===== src/rtl/noc_ingress_scheduler.sv =====
// noc_ingress_scheduler
//  Buffers the five group-router ingress streams (NI/GPU + four spine ports)
//  in per-requester FIFOs and arbitrates them onto one router ingress channel
//  with a credit-gated round-robin arbiter that bounds burst length.
// Ports
//  ACLK, ARESETn       clock, asynchronous active-low reset
//  arb_enable          1 = grants allowed, 0 = hold (FIFOs still fill)
//  in_data/in_dest     packed per-requester flits, requester i at slice i
//  in_valid            per-requester flit strobe (no backpressure)
//  out_data/out_dest   granted flit, registered
//  out_src/out_valid   granted requester index, one-cycle strobe
//  credit_return       downstream freed one slot
//  credits_avail       current credit count
//  grant_onehot        requester granted this cycle (combinational)
//  fifo_full/empty     per-requester FIFO status
//  overflow            sticky per-requester drop flag, overflow_clr clears
//  credit_err          sticky: credit returned at full count
module noc_ingress_scheduler #(
    parameter int unsigned N          = 5,
    parameter int unsigned DWIDTH     = 16,
    parameter int unsigned DEST_W     = 6,
    parameter int unsigned FIFO_DEPTH = 4,
    parameter int unsigned CREDITS    = 4,
    parameter int unsigned MAX_BURST  = 2
) (
    input  logic                           ACLK,
    input  logic                           ARESETn,
    input  logic                           arb_enable,
    input  logic [N*DWIDTH-1:0]            in_data,
    input  logic [N*DEST_W-1:0]            in_dest,
    input  logic [N-1:0]                   in_valid,
    output logic [DWIDTH-1:0]              out_data,
    output logic [DEST_W-1:0]              out_dest,
    output logic [2:0]                     out_src,
    output logic                           out_valid,
    input  logic                           credit_return,
    output logic [$clog2(CREDITS+1)-1:0]   credits_avail,
    output logic [N-1:0]                   grant_onehot,
    output logic [N-1:0]                   fifo_full,
    output logic [N-1:0]                   fifo_empty,
    output logic [N-1:0]                   overflow,
    input  logic                           overflow_clr,
    output logic                           credit_err
);

    localparam int unsigned ENT_W = DEST_W + DWIDTH;
    localparam int unsigned PTR_W = $clog2(FIFO_DEPTH);
    localparam int unsigned CNT_W = $clog2(FIFO_DEPTH + 1);
    localparam int unsigned IDX_W = $clog2(N);
    localparam int unsigned CRD_W = $clog2(CREDITS + 1);
    localparam int unsigned BST_W = $clog2(MAX_BURST + 1);

    // FIFO storage and pointers
    logic [ENT_W-1:0] mem_q    [N][FIFO_DEPTH];
    logic [ENT_W-1:0] mem_d    [N][FIFO_DEPTH];
    logic [PTR_W-1:0] wr_ptr_q [N];
    logic [PTR_W-1:0] wr_ptr_d [N];
    logic [PTR_W-1:0] rd_ptr_q [N];
    logic [PTR_W-1:0] rd_ptr_d [N];
    logic [CNT_W-1:0] cnt_q    [N];
    logic [CNT_W-1:0] cnt_d    [N];

    // Arbiter / output state
    logic [IDX_W-1:0]  rr_ptr_q,    rr_ptr_d;
    logic [IDX_W-1:0]  last_src_q,  last_src_d;
    logic [BST_W-1:0]  burst_cnt_q, burst_cnt_d;
    logic [CRD_W-1:0]  credits_q,   credits_d;
    logic              credit_err_q, credit_err_d;
    logic [N-1:0]      overflow_q,  overflow_d;
    logic              out_valid_q, out_valid_d;
    logic [DWIDTH-1:0] out_data_q,  out_data_d;
    logic [DEST_W-1:0] out_dest_q,  out_dest_d;
    logic [2:0]        out_src_q,   out_src_d;

    logic [N-1:0]      full_c, empty_c, elig_c, grant_c, push_c, drop_c;
    logic              gnt_valid_c;
    logic [IDX_W-1:0]  gnt_src_c;
    logic [ENT_W-1:0]  head_c;

    // FIFO status decode
    always_comb begin
        full_c  = '0;
        empty_c = '0;
        for (int i = 0; i < int'(N); i++) begin
            full_c[i]  = (cnt_q[i] == CNT_W'(FIFO_DEPTH));
            empty_c[i] = (cnt_q[i] == '0);
        end
    end

    assign elig_c = ~empty_c & {N{arb_enable && (credits_q != '0)}};

    // Round-robin search from rr_ptr; last_src keeps priority while its burst lasts.
    // rr_ptr always sits just past last_src, so an exhausted last_src is searched last.
    always_comb begin
        logic [IDX_W-1:0] idx;
        gnt_valid_c = 1'b0;
        gnt_src_c   = '0;
        idx         = '0;
        if (elig_c[last_src_q] && (burst_cnt_q < BST_W'(MAX_BURST))) begin
            gnt_valid_c = 1'b1;
            gnt_src_c   = last_src_q;
        end else begin
            for (int k = 0; k < int'(N); k++) begin
                idx = IDX_W'((int'(rr_ptr_q) + k) % int'(N));
                if (!gnt_valid_c && elig_c[idx]) begin
                    gnt_valid_c = 1'b1;
                    gnt_src_c   = idx;
                end
            end
        end
    end

    always_comb begin
        grant_c = '0;
        if (gnt_valid_c) begin
            grant_c[gnt_src_c] = 1'b1;
        end
    end

    // A full FIFO still accepts a write when it is popped in the same cycle
    assign push_c = in_valid & (~full_c | grant_c);
    assign drop_c = in_valid & full_c & ~grant_c;
    assign head_c = mem_q[gnt_src_c][rd_ptr_q[gnt_src_c]];

    // FIFO next state and sticky overflow (set wins over clear)
    always_comb begin
        mem_d      = mem_q;
        wr_ptr_d   = wr_ptr_q;
        rd_ptr_d   = rd_ptr_q;
        cnt_d      = cnt_q;
        overflow_d = (overflow_clr ? '0 : overflow_q) | drop_c;
        for (int i = 0; i < int'(N); i++) begin
            if (push_c[i]) begin
                mem_d[i][wr_ptr_q[i]] = {in_dest[i*DEST_W +: DEST_W], in_data[i*DWIDTH +: DWIDTH]};
                wr_ptr_d[i]           = wr_ptr_q[i] + PTR_W'(1);
            end
            if (grant_c[i]) begin
                rd_ptr_d[i] = rd_ptr_q[i] + PTR_W'(1);
            end
            case ({push_c[i], grant_c[i]})
                2'b10:   cnt_d[i] = cnt_q[i] + CNT_W'(1);
                2'b01:   cnt_d[i] = cnt_q[i] - CNT_W'(1);
                default: cnt_d[i] = cnt_q[i];
            endcase
        end
    end

    // Output register, arbiter state and credit accounting
    always_comb begin
        out_valid_d  = 1'b0;
        out_data_d   = out_data_q;
        out_dest_d   = out_dest_q;
        out_src_d    = out_src_q;
        rr_ptr_d     = rr_ptr_q;
        last_src_d   = last_src_q;
        burst_cnt_d  = '0;
        credits_d    = credits_q;
        credit_err_d = credit_err_q | (credit_return && (credits_q == CRD_W'(CREDITS)));

        if (gnt_valid_c) begin
            out_valid_d = 1'b1;
            out_data_d  = head_c[DWIDTH-1:0];
            out_dest_d  = head_c[ENT_W-1:DWIDTH];
            out_src_d   = 3'(gnt_src_c);
            rr_ptr_d    = (gnt_src_c == IDX_W'(N - 1)) ? '0 : gnt_src_c + IDX_W'(1);
            last_src_d  = gnt_src_c;
            if (gnt_src_c == last_src_q) begin
                burst_cnt_d = (burst_cnt_q == BST_W'(MAX_BURST)) ? burst_cnt_q
                                                                 : burst_cnt_q + BST_W'(1);
            end else begin
                burst_cnt_d = BST_W'(1);
            end
        end

        case ({gnt_valid_c, credit_return})
            2'b10: credits_d = credits_q - CRD_W'(1);
            2'b01: if (credits_q != CRD_W'(CREDITS)) credits_d = credits_q + CRD_W'(1);
            default: credits_d = credits_q;
        endcase
    end

    always_ff @(posedge ACLK or negedge ARESETn) begin
        if (!ARESETn) begin
            for (int i = 0; i < int'(N); i++) begin
                for (int j = 0; j < int'(FIFO_DEPTH); j++) begin
                    mem_q[i][j] <= '0;
                end
                wr_ptr_q[i] <= '0;
                rd_ptr_q[i] <= '0;
                cnt_q[i]    <= '0;
            end
            rr_ptr_q     <= '0;
            last_src_q   <= '0;
            burst_cnt_q  <= '0;
            credits_q    <= CRD_W'(CREDITS);
            credit_err_q <= 1'b0;
            overflow_q   <= '0;
            out_valid_q  <= 1'b0;
            out_data_q   <= '0;
            out_dest_q   <= '0;
            out_src_q    <= '0;
        end else begin
            mem_q        <= mem_d;
            wr_ptr_q     <= wr_ptr_d;
            rd_ptr_q     <= rd_ptr_d;
            cnt_q        <= cnt_d;
            rr_ptr_q     <= rr_ptr_d;
            last_src_q   <= last_src_d;
            burst_cnt_q  <= burst_cnt_d;
            credits_q    <= credits_d;
            credit_err_q <= credit_err_d;
            overflow_q   <= overflow_d;
            out_valid_q  <= out_valid_d;
            out_data_q   <= out_data_d;
            out_dest_q   <= out_dest_d;
            out_src_q    <= out_src_d;
        end
    end

    assign out_valid     = out_valid_q;
    assign out_data      = out_data_q;
    assign out_dest      = out_dest_q;
    assign out_src       = out_src_q;
    assign credits_avail = credits_q;
    assign credit_err    = credit_err_q;
    assign overflow      = overflow_q;
    assign grant_onehot  = grant_c;
    assign fifo_full     = full_c;
    assign fifo_empty    = empty_c;

endmodule


===== config.mk =====
export PLATFORM = sky130hd
export DESIGN_NAME = noc_ingress_scheduler
export DESIGN_NICKNAME = d
export VERILOG_FILES = /design/src/rtl/noc_ingress_scheduler.sv
export SDC_FILE = /design/constraint.sdc
export NUM_CORES = 1
export LEC_CHECK = 0
export ABC_AREA = 0
export BUFFER_PORTS_ARGS = -buffer_cell sky130_fd_sc_hd__buf_2
export CORE_AREA = 2 2 252 304
export DETAILED_ROUTE_END_ITERATION = 7
export DIE_AREA = 0 0 254 306
export SYNTH_ARGS = -nofsm -noshare
export SYNTH_HDL_FRONTEND = slang
export SYNTH_SLANG_ARGS = --single-unit
export TNS_END_PERCENT = 5

===== constraint.sdc =====
create_clock -name ACLK -period 6.51 [get_ports ACLK]
set_clock_uncertainty 0.05 [all_clocks]
set_input_delay 1.302 -clock ACLK [delete_from_list [all_inputs] [get_ports ACLK]]
set_output_delay 1.302 -clock ACLK [all_outputs]
set_load 0.1 [all_outputs]

==> impl_metrics.yaml, run 1 <==
worst_setup_path:
  cp-start-kind: "register"
  cp.required_ns: 5.16
  r2r_slack_ns: 0.33
  cp_data_arrival_time_ns: 4.98
  path_class: "register to primary output"
  critical_path.max_fanout: 8
  reg2reg_depth: 24
  cp-end-kind: "primary output"
  worstReg2RegEnd: "out_data[5]"
  r2r-start: "rr_ptr_q[0]"
sta:
  setup_violations: 0
  post-route-min-period_ns: 6.33
  whs_ns: 0.420
  tightest_slew_ns: 0.940
  hold_viol: 0
  relSlewSlack_pct: 37.0
  final.setup.tns_ns: 0
  max_freq_ghz: 0.158
  slew_violations: 0
  final_min_period_over_clock_period_pct: 97.2
logic_synthesis:
  synth_top_family_by_area: "multiplexers"
  syn_nets: 2443
  synthFlopType: "dfrtp_1"
  synthArstFlopShare_pct: 100
  netlist_instances: 2274
  synth-edff-count: 0
  ys_types: 88
  synth-compound-area-share_pct: 9.82
  synth-seq-cells: 515
  synth_area_sq_um: 26000
  synth-warning-count: 0
  synth_xor_area_share_pct: 1.11
  synth_fa_ha_area_share_pct: 2.53
  avgSynthCellArea_sq_um: 11.4
  synthMuxAreaShare_pct: 22.9
  synthSimpleGateAreaFrac_pct: 10.4
  yosysSeqAreaShare_pct: 49.6
route:
  post_drt_wl_per_cell_microns: 24.8
  ant_nets: 0
  wirelength_mm: 86.7
  vias: 19484
  avgViaCountPerCell: 5.58
  first_pass_iters: 5
  drt_iter0_drc: 1773
  drcViolationCount: 0
floorplanning:
  coreArea_sq_um: 74600
  die-area_sq_um: 77700
  start_util_pct: 34.8
  die_h_microns: 306
  rows: 110
  die_w_microns: 254
  io_pins: 170
clock_tree:
  tritoncts: "done"
  ctsRootBufferMaster: "clkbuf_16"
  clk_pin_slew_ns: 0.07
  htree_levels: 2
  clk_latency_ns: 0.64
  cts_buffers: 54
  clk_path_buf_depth: 3
  clock-sinks: 515
global_routing:
  grt_antenna_before_repair: 17
  gr-total-overflow: 0
  grt_usage_pct: 22.3
  grt_max_degree: 160
  grt_pass1_wl_mm: 130
  grt_pass1_vias: 19979
worst_hold_path:
  whs_path_depth: 1
  holdPathEnd: "rd_ptr_q[1]"
  hold_path.class: "register to register"
  min_from: "rd_ptr_q[1]"
placement:
  dp_hpwl_mm: 59.2
  io_buffer_count: 169
  placed_cell_area_sq_um: 28100
  gp_congestion: 0.880
job:
  maxCapViolCount: 0
layout:
  final_area_sq_um: 30400
  drive_gt1_share_pct: 32.5
  fin_util_pct: 40.7
  syn_to_final_growth_pct: 16.9
  fin_nets: 2603
run_status:
  status: "finished, final reports clean"
-- logic make-up after synthesis --
| kind of cell | Yosys count |
|---|---|
| XOR/XNOR | 33 |
| flip-flops | 515 |
| AO/OA/AOI/OAI | 371 |
| multiplexers | 533 |
| buffers and inverters | 200 |
| adder cells (fa/ha/maj) | 49 |
| AND/OR/NAND/NOR | 573 |
-- cell type report --
| cell class | instances | area [sq um] |
|---|---|---|
| inverter | 50 | 194 |
| antenna | 4 | 10.0 |
| timing repair buffer | 254 | 1690 |
| tap | 1008 | 1260 |
| clock inverter | 20 | 327 |
| sequential | 515 | 12900 |
| fill | 7173 | 44200 |
| clock buffer | 82 | 1630 |
| multi-input combinational | 1559 | 12400 |
-- cells in the mapped netlist (all sizes together), types with 23 or more instances --
cell type,instances,share of area (%)
dfrtp,514,50
mux2,462,20
nand2,307,4.5
buf,99,2.2
a21oi,89,1.8
nand3,76,1.5
o21ai,72,1.4
mux2i,69,2.7
clkbuf,51,0.74
inv,49,0.71
ha,43,2.1
nor3,41,0.81
and3,31,0.75
nor2,30,0.47
o211ai,27,0.78
a211oi,26,0.83
nor4,26,0.63
a31oi,25,0.60
xnor2,23,0.78
-- through the flow --
step,instances,worst slack (ns)
global route,3491,-0.0276
floorplan,2274,0.218
detailed placement,3372,0.107
global placement,3372,0.255
CTS,3476,-0.0184
finish,3492,0.179
-- layer usage --
metal  share of wire [%]  global-route usage (%)
met2                  48                    36.7
met3                 5.8                    3.71
met5               0.099                       0
met4                 6.6                    13.0
met1                  39                    27.6
-- registers in the layout (all words and copies together), names as in the netlist, 2 cells and up --
| name | cells |
|---|---|
| rr_ptr_q | 3 |
| credits_avail | 3 |
| out_src | 3 |
| cnt_q | 15 |
| out_data | 16 |
| rd_ptr_q | 10 |
| mem_q | 440 |
| burst_cnt_q | 2 |
| wr_ptr_q | 10 |
| overflow | 5 |
| out_dest | 6 |
-- what timing repair did --
item,CTS,global route
hold buffers,0,0
resized for setup,9,35
setup endpoints to repair,4,9
buffers inserted,2,12
pin swaps,2,7
-- worst max-delay path by stage --
stage	from	to	slack [ns]
finish	rr_ptr_q[0]	grant_onehot[3]	0.18
floorplan	rr_ptr_q[1]	grant_onehot[2]	0.22
detailed placement	rr_ptr_q[0]	out_data[5]	0.11
CTS	rr_ptr_q[0]	grant_onehot[3]	-0.02
global route	rr_ptr_q[0]	grant_onehot[3]	-0.03
global placement	rr_ptr_q[1]	out_data[13]	0.25
-- worst max-delay path: stages (launching register included) --
cell and delay (ns):
dfrtp_1 0.41, inv_2 0.07, ha_2 0.19, inv_1 0.08, ha_4 0.30, inv_1 0.06, ha_2 0.19, or3_4 0.38
nand3_1 0.13, nand2_2 0.09, ha_4 0.29, mux4_2 0.18, nor3_2 0.05, or3_4 0.41, nand2_4 0.10, or3b_4 0.40
o211a_4 0.17, nor2_4 0.22, clkinv_4 0.16, nor2_4 0.24, buf_12 0.21
-- cell usage in the layout (no fill, tap or decap), drive strengths merged, types with 6 or more instances in the layout --
cell type / synthesis / routed
dfrtp: 514 / 514
mux2: 462 / 462
nand2: 307 / 307
buf: 99 / 254
a21oi: 89 / 89
clkbuf: 51 / 82
nand3: 76 / 76
o21ai: 72 / 72
mux2i: 69 / 69
inv: 49 / 49
ha: 43 / 43
nor3: 41 / 41
and3: 31 / 31
nor2: 30 / 30
o211ai: 27 / 27
nor4: 26 / 26
a211oi: 26 / 26
a31oi: 25 / 25
xnor2: 23 / 23
a211o: 22 / 22
a41oi: 22 / 22
o32ai: 20 / 20
nand2b: 14 / 14
clkinv: 1 / 12
nor2b: 10 / 10
xor2: 10 / 10
or3: 9 / 9
fa: 6 / 6
bufinv: 0 / 6
and2: 6 / 6
o21a: 6 / 6
Power of run 1 is not shown: default switching activity piles up to over one toggle a cycle in this logic, so the estimate is an artifact.
==> inputs of run 2 (changes only) <==
- PLACE_DENSITY: not set -> 0.49
==> run 2 against run 1 <==
Effect of this change:
- cell count grew 0.23%
- routed wire length is 0.16% higher
- maximum frequency grew 0.47%
- critical endpoint unchanged
- worst setup slack better by 0.030 ns
- global-route usage is 0.13 points higher
- sequential share of layout area increased by 0.052 points
- sequential cell count stayed put
- largest cell class unchanged
- clock-buffer cell count up 6
- highest routed layer unchanged
==> impl_metrics.yaml, run 2 (synthesis results as in run 1) <==
floorplanning:
  io_pins: 170
  die_w_microns: 254
  die-area_sq_um: 77700
  rows: 110
  coreArea_sq_um: 74600
  die_h_microns: 306
  start_util_pct: 34.8
worst_setup_path:
  cp_data_arrival_time_ns: 4.95
  cp.required_ns: 5.16
  cp-end-kind: "primary output"
  critical-path-top-delay-family: "simple AND/OR/NAND/NOR gates"
  cpPeakStageDelay_ns: 0.42
  path_cells: "inv_2 -> ha_2 -> inv_1 -> ha_1 -> inv_1 -> ha_2 -> or3_4 -> nand3_1 -> nand2_2 -> ha_4 -> mux4_2 -> nor3_4 -> or3_4 -> nand2_4 -> or3b_4 -> o211a_2 -> nor2_4 -> inv_6 -> buf_4 -> nor2_4 -> buf_12"
  cp-start-kind: "register"
  path_class: "register to primary output"
  critical_path.max_fanout: 4
  worst_path_max_delay_cell: "or3_4"
  cp_num_buf_inv: 6
layout:
  layout_common_cells: "514 x dfrtp_1, 378 x mux2_2, 300 x nand2_1, 164 x buf_2, 86 x a21oi_1"
  syn_to_final_growth_pct: 16.8
  largest_reg_flops: 440
  final_area_sq_um: 30300
  multi_input_area_sq_um: 12300
  fillers: 7222
  top_register: "mem_q"
  fin_nets: 2617
  drive_gt1_share_pct: 32.2
  regArea_sq_um: 12900
  fin_util_pct: 40.7
  mostFrequentLayoutCell: "dfrtp_1"
sta:
  hold_viol: 0
  tightest_slew_ns: 1.34
  post-route-min-period_ns: 6.30
  final_min_period_over_clock_period_pct: 96.8
  setup_violations: 0
  slew_violations: 0
  relSlewSlack_pct: 10.6
  max_freq_ghz: 0.159
clock_tree:
  ctsRootBufferMaster: "clkbuf_16"
  tritoncts: "done"
  clk_path_buf_depth: 3
  postCtsHoldBufs: 0
  clk_latency_ns: 0.63
  cts_buffers: 55
  htree_levels: 2
  clk_pin_slew_ns: 0.05
  clock-sinks: 515
global_routing:
  gr-total-overflow: 0
  grt_max_degree: 169
  grt_pass1_vias: 19647
  grt_antenna_before_repair: 9
  grt_usage_pct: 22.5
  grt_pass1_wl_mm: 130
worst_hold_path:
  hold_path.class: "register to register"
route:
  wirelength_mm: 86.8
  drt_iter0_drc: 1295
  post_drt_wl_per_cell_microns: 24.8
  drcViolationCount: 0
  vias: 19071
  first_pass_iters: 5
  avgViaCountPerCell: 5.45
  ant_nets: 0
job:
  maxCapViolCount: 0
placement:
  io_buffer_count: 169
  dp_hpwl_mm: 59.4
  gp_congestion: 0.887
  placed_cell_area_sq_um: 28300
run_status:
  status: "finished, final reports clean"
[run 2: cell count changes in the layout (fill, tap and decap cells not counted), moves of 3 or more]
cell        previous run  this run
buf_12                14        20
buf_4                 74        81
clkbuf_1              11        18
diode_2                4         1
inv_2                  7         4
clkinvlp_4             3         0
bufinv_16              6         2
[run 2: through the flow]
stage          hold slack, ns  std cells  worst slack, ns  TNS [ns]
2_1_floorplan           0.389       2274            0.218         0
3_3_place_gp            0.399       3392            0.394         0
3_5_place_dp            0.410       3392            0.334         0
4_1_cts                 0.423       3492          0.00215         0
5_1_grt                 0.448       3500          -0.0241   -0.0343
6_report                0.421       3500            0.209         0
[run 2: metal layers]
metal	share of wire, %	GRT usage [%]	vias up	wire length [microns]
li1	-	-	8567	-
met1	42	28.4	9904	36000
met2	49	37.5	426	42500
met3	4.1	3.39	162	3580
met4	5.3	10.7	12	4580
met5	0.088	0	-	76
[run 2: final timing paths]
kind | startpoint | endpoint | slack (ns) | cells after the start
setup / recovery | rr_ptr_q[0] | grant_onehot[3] | 0.21 | 21
hold / removal | credit_err | credit_err | 0.42 | 1
setup reg to reg | rr_ptr_q[0] | out_data[3] | 0.62 | 24
hold reg to reg | credit_err | credit_err | 0.42 | 1
max in group asynchronous | ARESETn | mem_q[93] | 4.22 | 2
min in group asynchronous | ARESETn | wr_ptr_q[6] | 0.68 | 1
[run 2: area by class of cell]
class	instances	share of cell area (%)
multi-input cells	1559	40.7
repair buffers	267	6.13
inverters	50	0.656
diodes	1	0.00825
clock buffers	88	5.44
clock inverters	12	0.462
flip-flops and latches	515	42.5
well taps	1008	4.16
[run 2: timing repair]
action / CTS / global route
gates cloned: 0 / 0
pin swaps: 0 / 7
setup endpoints to repair: 3 / 5
endpoints found under the hold margin: 0 / 0
gates resized for setup: 4 / 30
setup buffers: 0 / 7
[run 2: worst register-to-register path, stage by stage, from the launching register on]
cell and delay [ns]:
dfrtp_1 0.40, inv_2 0.07, ha_2 0.19, inv_1 0.05, ha_1 0.30, inv_1 0.08, ha_2 0.20, or3_4 0.39
nand3_1 0.13, nand2_2 0.09, ha_4 0.28, mux4_2 0.20, nor3_4 0.05, or3_4 0.42, a211oi_4 0.28, o21a_1 0.18
o211a_2 0.25, nor2_4 0.08, inv_6 0.08, buf_12 0.25, a311oi_2 0.20, o21ai_2 1.07, a211o_1 0.26, o32ai_1 0.09
a41oi_1 0.18
Power of run 2 is left out for the same reason.
==> inputs of run 3 (changes only) <==
- REMOVE_ABC_BUFFERS: not set -> 1
==> run 3 against run 2 <==
Effect of this change:
- design area about the same
- die area did not move
- non-clock buffer count shrank 14
- first-iteration DRC count shrank 14%
- core utilization is essentially flat
- critical path type unchanged
- critical endpoint unchanged
==> impl_metrics.yaml, run 3 (synthesis results as in run 1) <==
run_status:
  status: "finished, final reports clean"
layout:
  fillers: 7224
  regArea_sq_um: 12900
  syn_to_final_growth_pct: 16.8
  mostFrequentLayoutCell: "dfrtp_1"
  layout_common_cells: "514 x dfrtp_1, 378 x mux2_2, 301 x nand2_1, 164 x buf_2, 86 x a21oi_1"
  fin_util_pct: 40.7
  multi_input_area_sq_um: 12300
  top_register: "mem_q"
  largest_reg_flops: 440
  fin_nets: 2603
  drive_gt1_share_pct: 32.0
  final_cells: 3495
worst_setup_path:
  worst_path_max_delay_cell: "or3_4"
  cp-end-kind: "primary output"
  cpPeakStageDelay_ns: 0.41
  path_cells: "inv_2 -> ha_2 -> inv_1 -> ha_4 -> inv_1 -> ha_2 -> or3_4 -> nand3_1 -> nand2_1 -> ha_1 -> nand2b_1 -> a22oi_2 -> o21a_1 -> or3_4 -> nand2_4 -> or3b_4 -> o211a_4 -> nor2_4 -> inv_6 -> nor2_4 -> buf_12"
  cp-start-kind: "register"
  critical_path.max_fanout: 8
  cp_num_buf_inv: 5
  cp.required_ns: 5.16
  cp_data_arrival_time_ns: 4.90
  path_class: "register to primary output"
  critical-path-top-delay-family: "simple AND/OR/NAND/NOR gates"
sta:
  max_freq_ghz: 0.160
  post-route-min-period_ns: 6.25
  relSlewSlack_pct: 35.3
  slew_violations: 0
  setup_violations: 0
  hold_viol: 0
  finalWorstSetupSlack_ns: 0.255
  final_min_period_over_clock_period_pct: 96.1
  tightest_slew_ns: 0.962
global_routing:
  grt_max_degree: 148
  grt_usage_pct: 21.8
  grt_antenna_before_repair: 16
  grt_pass1_vias: 19526
  grt_pass1_wl_mm: 127
  gr-total-overflow: 0
clock_tree:
  ctsRootBufferMaster: "clkbuf_16"
  clk_path_buf_depth: 3
  clock-sinks: 515
  postCtsHoldBufs: 0
  tritoncts: "done"
  htree_levels: 2
  clk_latency_ns: 0.61
  cts_buffers: 55
  clk_pin_slew_ns: 0.06
placement:
  io_buffer_count: 169
  gp_congestion: 0.826
  place_ws_ns: 0.372
  dp_hpwl_mm: 54.1
  dp_cells: 3377
route:
  drt_iter0_drc: 1111
  wirelength_mm: 84.4
  first_pass_iters: 6
  avgViaCountPerCell: 5.40
  drcViolationCount: 0
  vias: 18873
  ant_nets: 0
  post_drt_wl_per_cell_microns: 24.1
job:
  maxCapViolCount: 0
floorplanning:
  die_h_microns: 306
  io_pins: 170
  rows: 110
  die-area_sq_um: 77700
  coreArea_sq_um: 74600
  die_w_microns: 254
  start_util_pct: 34.8
worst_hold_path:
  hold_path.class: "register to register"
[run 3: cell types whose count changed in the layout (fill, tap and decap cells not counted), moves of 3 or more]
cell	before	now
clkbuf_1	18	11
buf_4	81	72
bufinv_16	2	6
inv_2	4	7
clkbuf_8	15	18
buf_12	20	15
diode_2	1	9
[run 3: repair_timing]
action                     4_1_cts  5_1_grt
pin swaps                        1        6
buffers inserted                 2        6
setup endpoints to repair        4        5
resized for setup                6       24
[run 3: layer usage]
metal | up-vias | wire [microns] | GRT usage (%)
met5 | - | 65 | 0
li1 | 8558 | - | -
met2 | 450 | 40700 | 36.3
met3 | 132 | 4140 | 3.62
met4 | 10 | 2270 | 6.48
met1 | 9723 | 37200 | 29.1
[run 3: final timing paths]
path                       cells after the start  slack (ns)   startpoint         endpoint
min reg2reg                                    1        0.41   credit_err       credit_err
min                                            1        0.41   credit_err       credit_err
min in group asynchronous                      1        0.61      ARESETn       mem_q[372]
max                                           21        0.26  rr_ptr_q[0]  grant_onehot[3]
max in group asynchronous                      2        4.37      ARESETn        mem_q[60]
max reg2reg                                   26        0.81  rr_ptr_q[0]     out_data[14]
[run 3: per-stage QoR]
step	hold slack [ns]	area, sq um	setup TNS, ns
after floorplan	0.389	25200	-1597.15
after global placement	0.406	28200	0
after detailed placement	0.401	28200	0
after CTS	0.414	30200	-0.0169
after global routing	0.453	30300	-0.0193
final	0.412	30300	0
[run 3: area by class of cell]
class                           count  area share [%]
Antenna cell                        9          0.0742
Inverter                           50           0.643
Sequential cell                   515            42.5
Clock buffer                       86            5.65
Multi-Input combinational cell   1559            40.6
Tap cell                         1008            4.16
Clock inverter                     15           0.821
Timing Repair Buffer              253            5.58
Power of run 3 is left out for the same reason.
